$ cat src/rtl/alu_issue_pkg.sv
// alu_issue_pkg: shared widths, opcode constants and the supported-opcode
// mask for the ALU issue stage.
// Ports: none (package).
package alu_issue_pkg;

  localparam int unsigned XLEN   = 64;
  localparam int unsigned SEL_W  = 21;
  localparam int unsigned TAG_W  = 4;
  localparam int unsigned OP_W   = 5;
  localparam int unsigned STAT_W = 32;

  // Opcode value k drives ALU select line k.
  localparam logic [OP_W-1:0] OP_ADD_0 = 5'd0;
  localparam logic [OP_W-1:0] OP_SUB_0 = 5'd1;
  localparam logic [OP_W-1:0] OP_ADD_1 = 5'd4;
  localparam logic [OP_W-1:0] OP_ADD_2 = 5'd5;
  localparam logic [OP_W-1:0] OP_AND   = 5'd6;
  localparam logic [OP_W-1:0] OP_OR    = 5'd7;
  localparam logic [OP_W-1:0] OP_NAND  = 5'd8;
  localparam logic [OP_W-1:0] OP_XOR   = 5'd9;
  localparam logic [OP_W-1:0] OP_ADD_3 = 5'd10;
  localparam logic [OP_W-1:0] OP_SUB_1 = 5'd11;
  localparam logic [OP_W-1:0] OP_SUB_2 = 5'd17;
  localparam logic [OP_W-1:0] OP_SUB_3 = 5'd18;

  // One bit per opcode value; set means the ALU implements it.
  localparam logic [31:0] SUPPORTED_MASK =
      (32'(1) << OP_ADD_0) | (32'(1) << OP_SUB_0) | (32'(1) << OP_ADD_1) |
      (32'(1) << OP_ADD_2) | (32'(1) << OP_AND)   | (32'(1) << OP_OR)    |
      (32'(1) << OP_NAND)  | (32'(1) << OP_XOR)   | (32'(1) << OP_ADD_3) |
      (32'(1) << OP_SUB_1) | (32'(1) << OP_SUB_2) | (32'(1) << OP_SUB_3);

endpackage

$ cat src/rtl/alu_op_decode.sv
// alu_op_decode: combinational opcode decoder.
// Ports: op (opcode in), sel_c (one-hot ALU select, zero when unsupported),
//        err_c (opcode unsupported).
module alu_op_decode
  import alu_issue_pkg::*;
(
  input  logic [OP_W-1:0]  op,
  output logic [SEL_W-1:0] sel_c,
  output logic             err_c
);

  // Unsupported opcodes never drive any select line.
  always_comb begin
    err_c = ~SUPPORTED_MASK[op];
    sel_c = err_c ? '0 : (SEL_W'(1) << op);
  end

endmodule

$ cat src/rtl/alu_issue_stage.sv
// alu_issue_stage: two-stage issue/result pipeline in front of an external
// combinational ALU. S1 holds the issued op and drives io_sel/io_alu1/io_alu2;
// S2 captures io_out and presents it on out_* with valid/ready handshake.
// Ports: clk, reset (sync, active-high); in_valid/in_ready/in_op/in_alu1/
//        in_alu2/in_tag (upstream); io_sel/io_alu1/io_alu2/io_out (ALU);
//        out_valid/out_ready/out_result/out_tag/out_err (downstream);
//        stat_issued/stat_err (counters).
// Build option: define ALU_ISSUE_STATS_EN to implement the stat counters;
//        otherwise they read as zero.
module alu_issue_stage
  import alu_issue_pkg::*;
(
  input  logic              clk,
  input  logic              reset,
  input  logic              in_valid,
  output logic              in_ready,
  input  logic [OP_W-1:0]   in_op,
  input  logic [XLEN-1:0]   in_alu1,
  input  logic [XLEN-1:0]   in_alu2,
  input  logic [TAG_W-1:0]  in_tag,
  output logic [SEL_W-1:0]  io_sel,
  output logic [XLEN-1:0]   io_alu1,
  output logic [XLEN-1:0]   io_alu2,
  input  logic [XLEN-1:0]   io_out,
  output logic              out_valid,
  input  logic              out_ready,
  output logic [XLEN-1:0]   out_result,
  output logic [TAG_W-1:0]  out_tag,
  output logic              out_err,
  output logic [STAT_W-1:0] stat_issued,
  output logic [STAT_W-1:0] stat_err
);

  logic             s1_valid;
  logic [TAG_W-1:0] s1_tag;
  logic             s1_err;
  logic [SEL_W-1:0] dec_sel;
  logic             dec_err;
  logic             s2_load;
  logic             accept;

  alu_op_decode u_decode (
    .op    (in_op),
    .sel_c (dec_sel),
    .err_c (dec_err)
  );

  // S2 takes S1 whenever S2 is empty or draining this cycle.
  assign s2_load  = s1_valid & (~out_valid | out_ready);
  // Reset term keeps in_ready high while reset is held.
  assign in_ready = reset | ~s1_valid | s2_load;
  assign accept   = in_valid & in_ready & ~reset;

  // S1: issue register driving the ALU.
  always_ff @(posedge clk) begin
    if (reset) begin
      s1_valid <= 1'b0;
      io_sel   <= '0;
      io_alu1  <= '0;
      io_alu2  <= '0;
      s1_tag   <= '0;
      s1_err   <= 1'b0;
    end else if (accept) begin
      s1_valid <= 1'b1;
      io_sel   <= dec_sel;
      io_alu1  <= in_alu1;
      io_alu2  <= in_alu2;
      s1_tag   <= in_tag;
      s1_err   <= dec_err;
    end else if (s2_load) begin
      s1_valid <= 1'b0;
      io_sel   <= '0;
    end
  end

  // S2: result register; holds stable while stalled.
  always_ff @(posedge clk) begin
    if (reset) begin
      out_valid  <= 1'b0;
      out_result <= '0;
      out_tag    <= '0;
      out_err    <= 1'b0;
    end else if (s2_load) begin
      out_valid  <= 1'b1;
      out_result <= s1_err ? '0 : io_out;
      out_tag    <= s1_tag;
      out_err    <= s1_err;
    end else if (out_ready) begin
      out_valid  <= 1'b0;
    end
  end

`ifdef ALU_ISSUE_STATS_EN
  logic [STAT_W-1:0] issued_q;
  logic [STAT_W-1:0] err_q;

  // Free-running counters, wrap naturally.
  always_ff @(posedge clk) begin
    if (reset) begin
      issued_q <= '0;
      err_q    <= '0;
    end else if (accept) begin
      issued_q <= issued_q + STAT_W'(1);
      if (dec_err) err_q <= err_q + STAT_W'(1);
    end
  end

  assign stat_issued = issued_q;
  assign stat_err    = err_q;
`else
  assign stat_issued = '0;
  assign stat_err    = '0;
`endif

endmodule

$ cat config.mk
export PLATFORM = sky130hd
export DESIGN_NAME = alu_issue_stage
export DESIGN_NICKNAME = d
export VERILOG_FILES = /design/src/rtl/alu_issue_pkg.sv /design/src/rtl/alu_op_decode.sv /design/src/rtl/alu_issue_stage.sv
export SDC_FILE = /design/constraint.sdc
export NUM_CORES = 1
export LEC_CHECK = 0
export CAP_MARGIN = 20
export CORE_AREA = 4 4 188 190
export DETAILED_ROUTE_END_ITERATION = 7
export DIE_AREA = 0 0 192 194
export HOLD_SLACK_MARGIN = 0.1
export PLACE_DENSITY = 0.6
export SLEW_MARGIN = 20
export SYNTH_ARGS = -nofsm -noshare
export SYNTH_HDL_FRONTEND = slang
export SYNTH_SLANG_ARGS = --single-unit
$ cat constraint.sdc
create_clock -name clk -period 2.2 [get_ports clk]
set_input_delay 0.22 -clock clk [delete_from_list [all_inputs] [get_ports clk]]
set_output_delay 0.22 -clock clk [all_outputs]
set_load 0.02 [all_outputs]
# After elaboration in Yosys (flattened, before gate mapping)
# Memory sizes are Yosys's and may differ from the RTL's.
# Index checks and enable logic that the tools add are counted.
[classes] n_lt_le_gt_ge=1 bitwise_logic=10 addsub=0 shift=1 eq_ne=0 n_div=0 mux=9 mul=0 reduce_logical=2
[op_table] cell="64-bit two-way mux" n=1
[op_table] cell="21-bit two-way mux" n=3
[op_table] cell="1-bit by 5-bit left shift with 21-bit output, first input constant" n=1
[op_table] cell="5-bit by 6-bit < comparator with 1-bit output, second input constant" n=1
[op_table] cell="1-bit two-way mux" n=5
[op_table] cell="1-bit NOT" n=4
[op_table] cell="2-bit nonzero test" n=2
[op_table] cell="1-bit bitwise AND" n=3
[op_table] cell="1-bit bitwise OR" n=3
[totals] out_inout_bits=284 ramBits=0 mem_bits_ro=32 elab_cells=34 mem_count=1 inputBits=205 regBits=225 latch_bits=0
[mem_list] name="(no name shown)" words=32 word_bits=1 rd=1 rd_ports_with_merged_regs=0 wr=0 line="alu_op_decode.sv:14" source="err_c = ~SUPPORTED_MASK[op];"

# Logic depth before layout (Yosys ltp)
[depth] depth_word=7 depth_mapped=8 mapped_depth_nobuf=5

# Modules after synthesis
# Synthesis repeated with hierarchy kept, for this count alone.
[hier_totals] cells_unflattened=1089 area_unflattened_um2=10272.4
[modules_own_cells] module="alu_issue_stage" cells_each=1051 area_each_um2=9998.3 n_inst=1 seq_area_each_um2=4504.3
[modules_own_cells] module="alu_op_decode" cells_each=38 area_each_um2=274.0 n_inst=1 seq_area_each_um2=0.0

# Worst setup path after synthesis
# OpenSTA, ideal clock, no wires.
[synth_timing] kind="reg2reg" start="register out_valid" end="register io_alu1[53]" arrival_ns=1.445 required_ns=2.068 stages_incl_launch_ff=7 period_less_slack_ns=1.577 path_buffers=2 setup_slack_ns=0.623 setup_time_ns=0.132 cell_sequence="dfxtp_1 -> nor4bb_1 -> buf_4 -> inv_2 -> clkbuf_1 -> nand3_1 -> a21oi_1"
[synth_via] elab_chain_len=6
[synth_rtl] item="from (decl)" line="alu_issue_stage.sv:25" source="output logic out_valid,"
[synth_rtl] item="from (signal assigned)" line="alu_issue_stage.sv:79" source="out_valid <= 1'b0;"
[synth_rtl] item="from (signal assigned)" line="alu_issue_stage.sv:84" source="out_valid <= 1'b1;"
[synth_rtl] item="from (signal assigned)" line="alu_issue_stage.sv:89" source="out_valid <= 1'b0;"
[synth_rtl] item="1-bit NOT" line="alu_issue_stage.sv:49" source="assign s2_load = s1_valid & (~out_valid | out_ready);"
[synth_rtl] item="1-bit bitwise OR" line="alu_issue_stage.sv:49"
[synth_rtl] item="1-bit bitwise AND" line="alu_issue_stage.sv:49"
[synth_rtl] item="1-bit bitwise OR" line="alu_issue_stage.sv:51" source="assign in_ready = reset | ~s1_valid | s2_load;"
[synth_rtl] item="via in_ready" line="alu_issue_stage.sv:16" source="output logic in_ready,"
[synth_rtl] item="1-bit bitwise AND (2 in series)" line="alu_issue_stage.sv:52" source="assign accept = in_valid & in_ready & ~reset;"
[synth_rtl] item="to (signal assigned)" line="alu_issue_stage.sv:66" source="io_alu1 <= in_alu1;"
[synth_rtl] item="to (decl)" line="alu_issue_stage.sv:22" source="output logic [XLEN-1:0] io_alu1,"
# The timed path passes the listed nets, and every way through them passes these cells.
# A chain may end at the register's enable or synchronous reset.

# Worst setup path after layout
[layout_timing] start="input reset" end="output in_ready"
[layout_via] elab_chain_len=2
[layout_rtl] item="from (decl)" line="alu_issue_stage.sv:14" source="input logic reset,"
[layout_rtl] item="1-bit bitwise OR (2 in series)" line="alu_issue_stage.sv:51"
[layout_rtl] item="to (decl)" line="alu_issue_stage.sv:16"
# No other way between the ends.

==> flow_summary.ini <==
[setup_path]
critPathKind = in -> out
crit_buf_inv = 4
critical-path-max-stage-delay_ps = 580
worstSetupStartpointType = primary input
critPathCaptureType = output port
required_ps = 1980
rrSetupSlack_ps = 420
critPathArrivalTime_ps = 1830
cp_max_fo = 25
cp_cell_sequence = dlygate4sd3_1, buf_6, nor4bb_4, inv_4, dlygate4sd2_1
slowest_stage = dlygate4sd3_1
cp_top_family = buffers and inverters

[cts]
clk_path_buf_depth = 3
root_buffer = clkbuf_16
clkTransAtPathRegs_ps = 60
htreeDepth = 1
clock_latency_ps = 530
numCtsBuffers = 26
cts.sinks = 225
cts_tree = yes

[power]
powerDensity_mw_per_mm2 = 717
max-vdd-ir-drop_mv = 0.479
p_leak_nw = 5.13

[hold_path]
hold_path.class = in -> reg

[global_route]
grt-ovfl-total = 0
grt_pass1_wl_um = 53500
grt_max_degree = 142
grt_busiest_layer = met2
gr-usage-all-layers_pct = 17.5
grtUsageMet2_pct = 29.9
met3_usage_pct = 5.89
grt_pass1_vias = 9165
globalRouteMet1Util_pct = 21.3
antenna_found_initial = 3

[drt]
drtAntennaViolNets = 0
avgViaCountPerCell = 4.87
drt-pass1-iter-count = 5
finalWirelength_um = 35600
drt_iter0_drc = 497
vias = 9309
drc = 0
avgRoutedWirePerCell_um = 18.6

[finish]
multi_input_area_sq_mm = 0.00399
drive_gt1_share_pct = 5.27
n_fill_cell = 3256
syn_to_final_growth_pct = 54.1
seq_area_sq_mm = 0.00451
layout.nets = 1649
final_core_util_pct = 43.4

[timing]
fin_crit_ps = 2050
fin_hold_ws_ps = 253
slew_headroom_pct = 52.8
setup_viol = 0
grt_setup_unrepaired = false
fin_ws_ps = 151
fin_crit_sh_pct = 93.2
slew_viol_final = 0
max_freq_mhz = 488
timing_hold_violations_final = 0
worst_slew_pin_slew_ps = 707
finClkSkew_ps = 9.42
setup_tns_ps = 0

[floorplanning]
pin_count = 489
die_h_um = 194
chipWidth_um = 192
rows = 67
coreArea_sq_mm = 0.0334
initial_core_util_pct = 28.2
fp.dieArea_sq_mm = 0.0372

[placed_design]
place.gp.congestion = 0.759
numPortBuffers = 424
preCtsSetupSlack_ps = 67.5
place_hpwl_um = 23600

[run_status]
status = completed

[logic_synthesis]
synth_seq_area_share_pct = 47.8
netlist_area_sq_mm = 0.00942
syn_avg_cell_area_sq_um = 8.67
ys_ff_latch = 225
yosysWarnings = 0
ys_types = 35
syn-instance-count = 1087

[job]
drv_cap = 0
==> kinds of logic after synthesis <==
group | share of synthesized area [%]
compound gates | 23.6
simple gates | 15.4
flops | 47.8
buf+inv | 12.6
fa+ha+maj | 0.531
other cells | 0.0398
==> metal layers <==
| layer | wire length, um | up-vias |
|---|---|---|
| li1 | - | 4499 |
| met4 | 758 | 2 |
| met2 | 17100 | 336 |
| met1 | 14300 | 4421 |
| met5 | 13 | - |
| met3 | 3400 | 51 |
==> cell usage after synthesis (all sizes together) <==
cell type	instances	area, sq um
a21oi	212	1060
and4	1	8.76
dfxtp	225	4500
and2	5	31.3
nand4	4	25.0
a22o	8	70.1
nand4b	64	561
nor2b	1	6.26
a21o	1	7.51
conb	1	3.75
nor4bb	2	20.0
and3b	1	8.76
clkbuf	68	255
o21ai	201	1010
and2b	1	7.51
o211ai	8	60.1
inv	6	22.5
or2	1	6.26
nor3b	2	25.0
nand3	141	706
ha	4	50.1
a2111oi	1	8.76
nand2	1	3.75
buf	120	905
nand3b	2	15.0
nand2b	3	18.8
a32o	1	10.0
or3b	1	8.76
nor2	1	3.75
==> registers in the layout, summed over array words and instances, names as in the netlist, 4 cells and up <==
| register | cells |
|---|---|
| out_tag | 4 |
| s1_tag | 4 |
| out_result | 64 |
| io_alu1 | 64 |
| io_sel | 21 |
| io_alu2 | 64 |
==> per-stage QoR <==
stage                     instances  total power, mW  instance area [sq um]
after detailed placement       1857             6.21                  13600
final                          1910             10.4                  14500
after CTS                      1908             10.6                  14500
after floorplan                1150             5.36                   9660
after global placement         1857             6.19                  13600
after global routing           1910             10.9                  14500
==> layout make-up <==
class	count	area share [%]
repair buffers	450	31.5
flip-flops and latches	225	31.0
clock inverters	4	0.138
inverters	6	0.190
clock buffers	44	5.78
well taps	448	3.86
multi-input cells	731	27.5
diodes	2	0.0345
==> worst reg2reg max path, stage by stage (launching register included) <==
cell and delay, ps:
dfxtp_1 420, nor4bb_4 310, buf_4 200, buf_12 240, buf_4 300, o21ai_1 80, a21oi_1 150
==> where the power goes <==
| group | total (mW) | switching, mW | internal [mW] |
|---|---|---|---|
| clock network | 4.28 | 1.71 | 2.57 |
| registers | 4.37 | 0.0926 | 4.28 |
| logic | 1.75 | 0.908 | 0.843 |
| total | 10.4 | 2.71 | 7.69 |
==> timing repair <==
action	CTS	global route
setup endpoints to repair	1	0
gates resized for setup	1	0
endpoints found under the hold margin	21	0
hold buffers	2	0
buffers inserted	1	0
==> cells in the final DEF (no fill, tap or decap), drive strengths merged <==
cell,instances
or2,1
buf,26
nor3b,2
a21o,1
nand3,141
dfxtp,225
and2b,1
conb,64
a21oi,212
nor4bb,2
dlygate4sd3,2
ha,4
and3b,1
and4,1
a22o,8
or3b,1
and2,5
nand2,1
clkdlybuf4s50,421
o21ai,201
nand2b,3
a32o,1
nand4b,64
nor2,1
nand3b,2
nand4,4
nor2b,1
diode,2
inv,6
a2111oi,1
clkinv,4
clkbuf,44
o211ai,8
dlygate4sd2,1
==> path summary, 6_finish.rpt <==
path,to,startpoint,depth (start not counted)
max,in_ready,reset,5
min,io_alu2[6]$_SDFFE_PP0P_,in_alu2[6],3
max reg2reg,io_alu1[44]$_SDFFE_PP0P_,out_valid$_SDFFE_PP0P_,6
min reg2reg,io_sel[13]$_SDFFE_PP0P_,io_sel[13]$_SDFFE_PP0P_,1
Note: power is estimated with default switching activity, not from simulation.
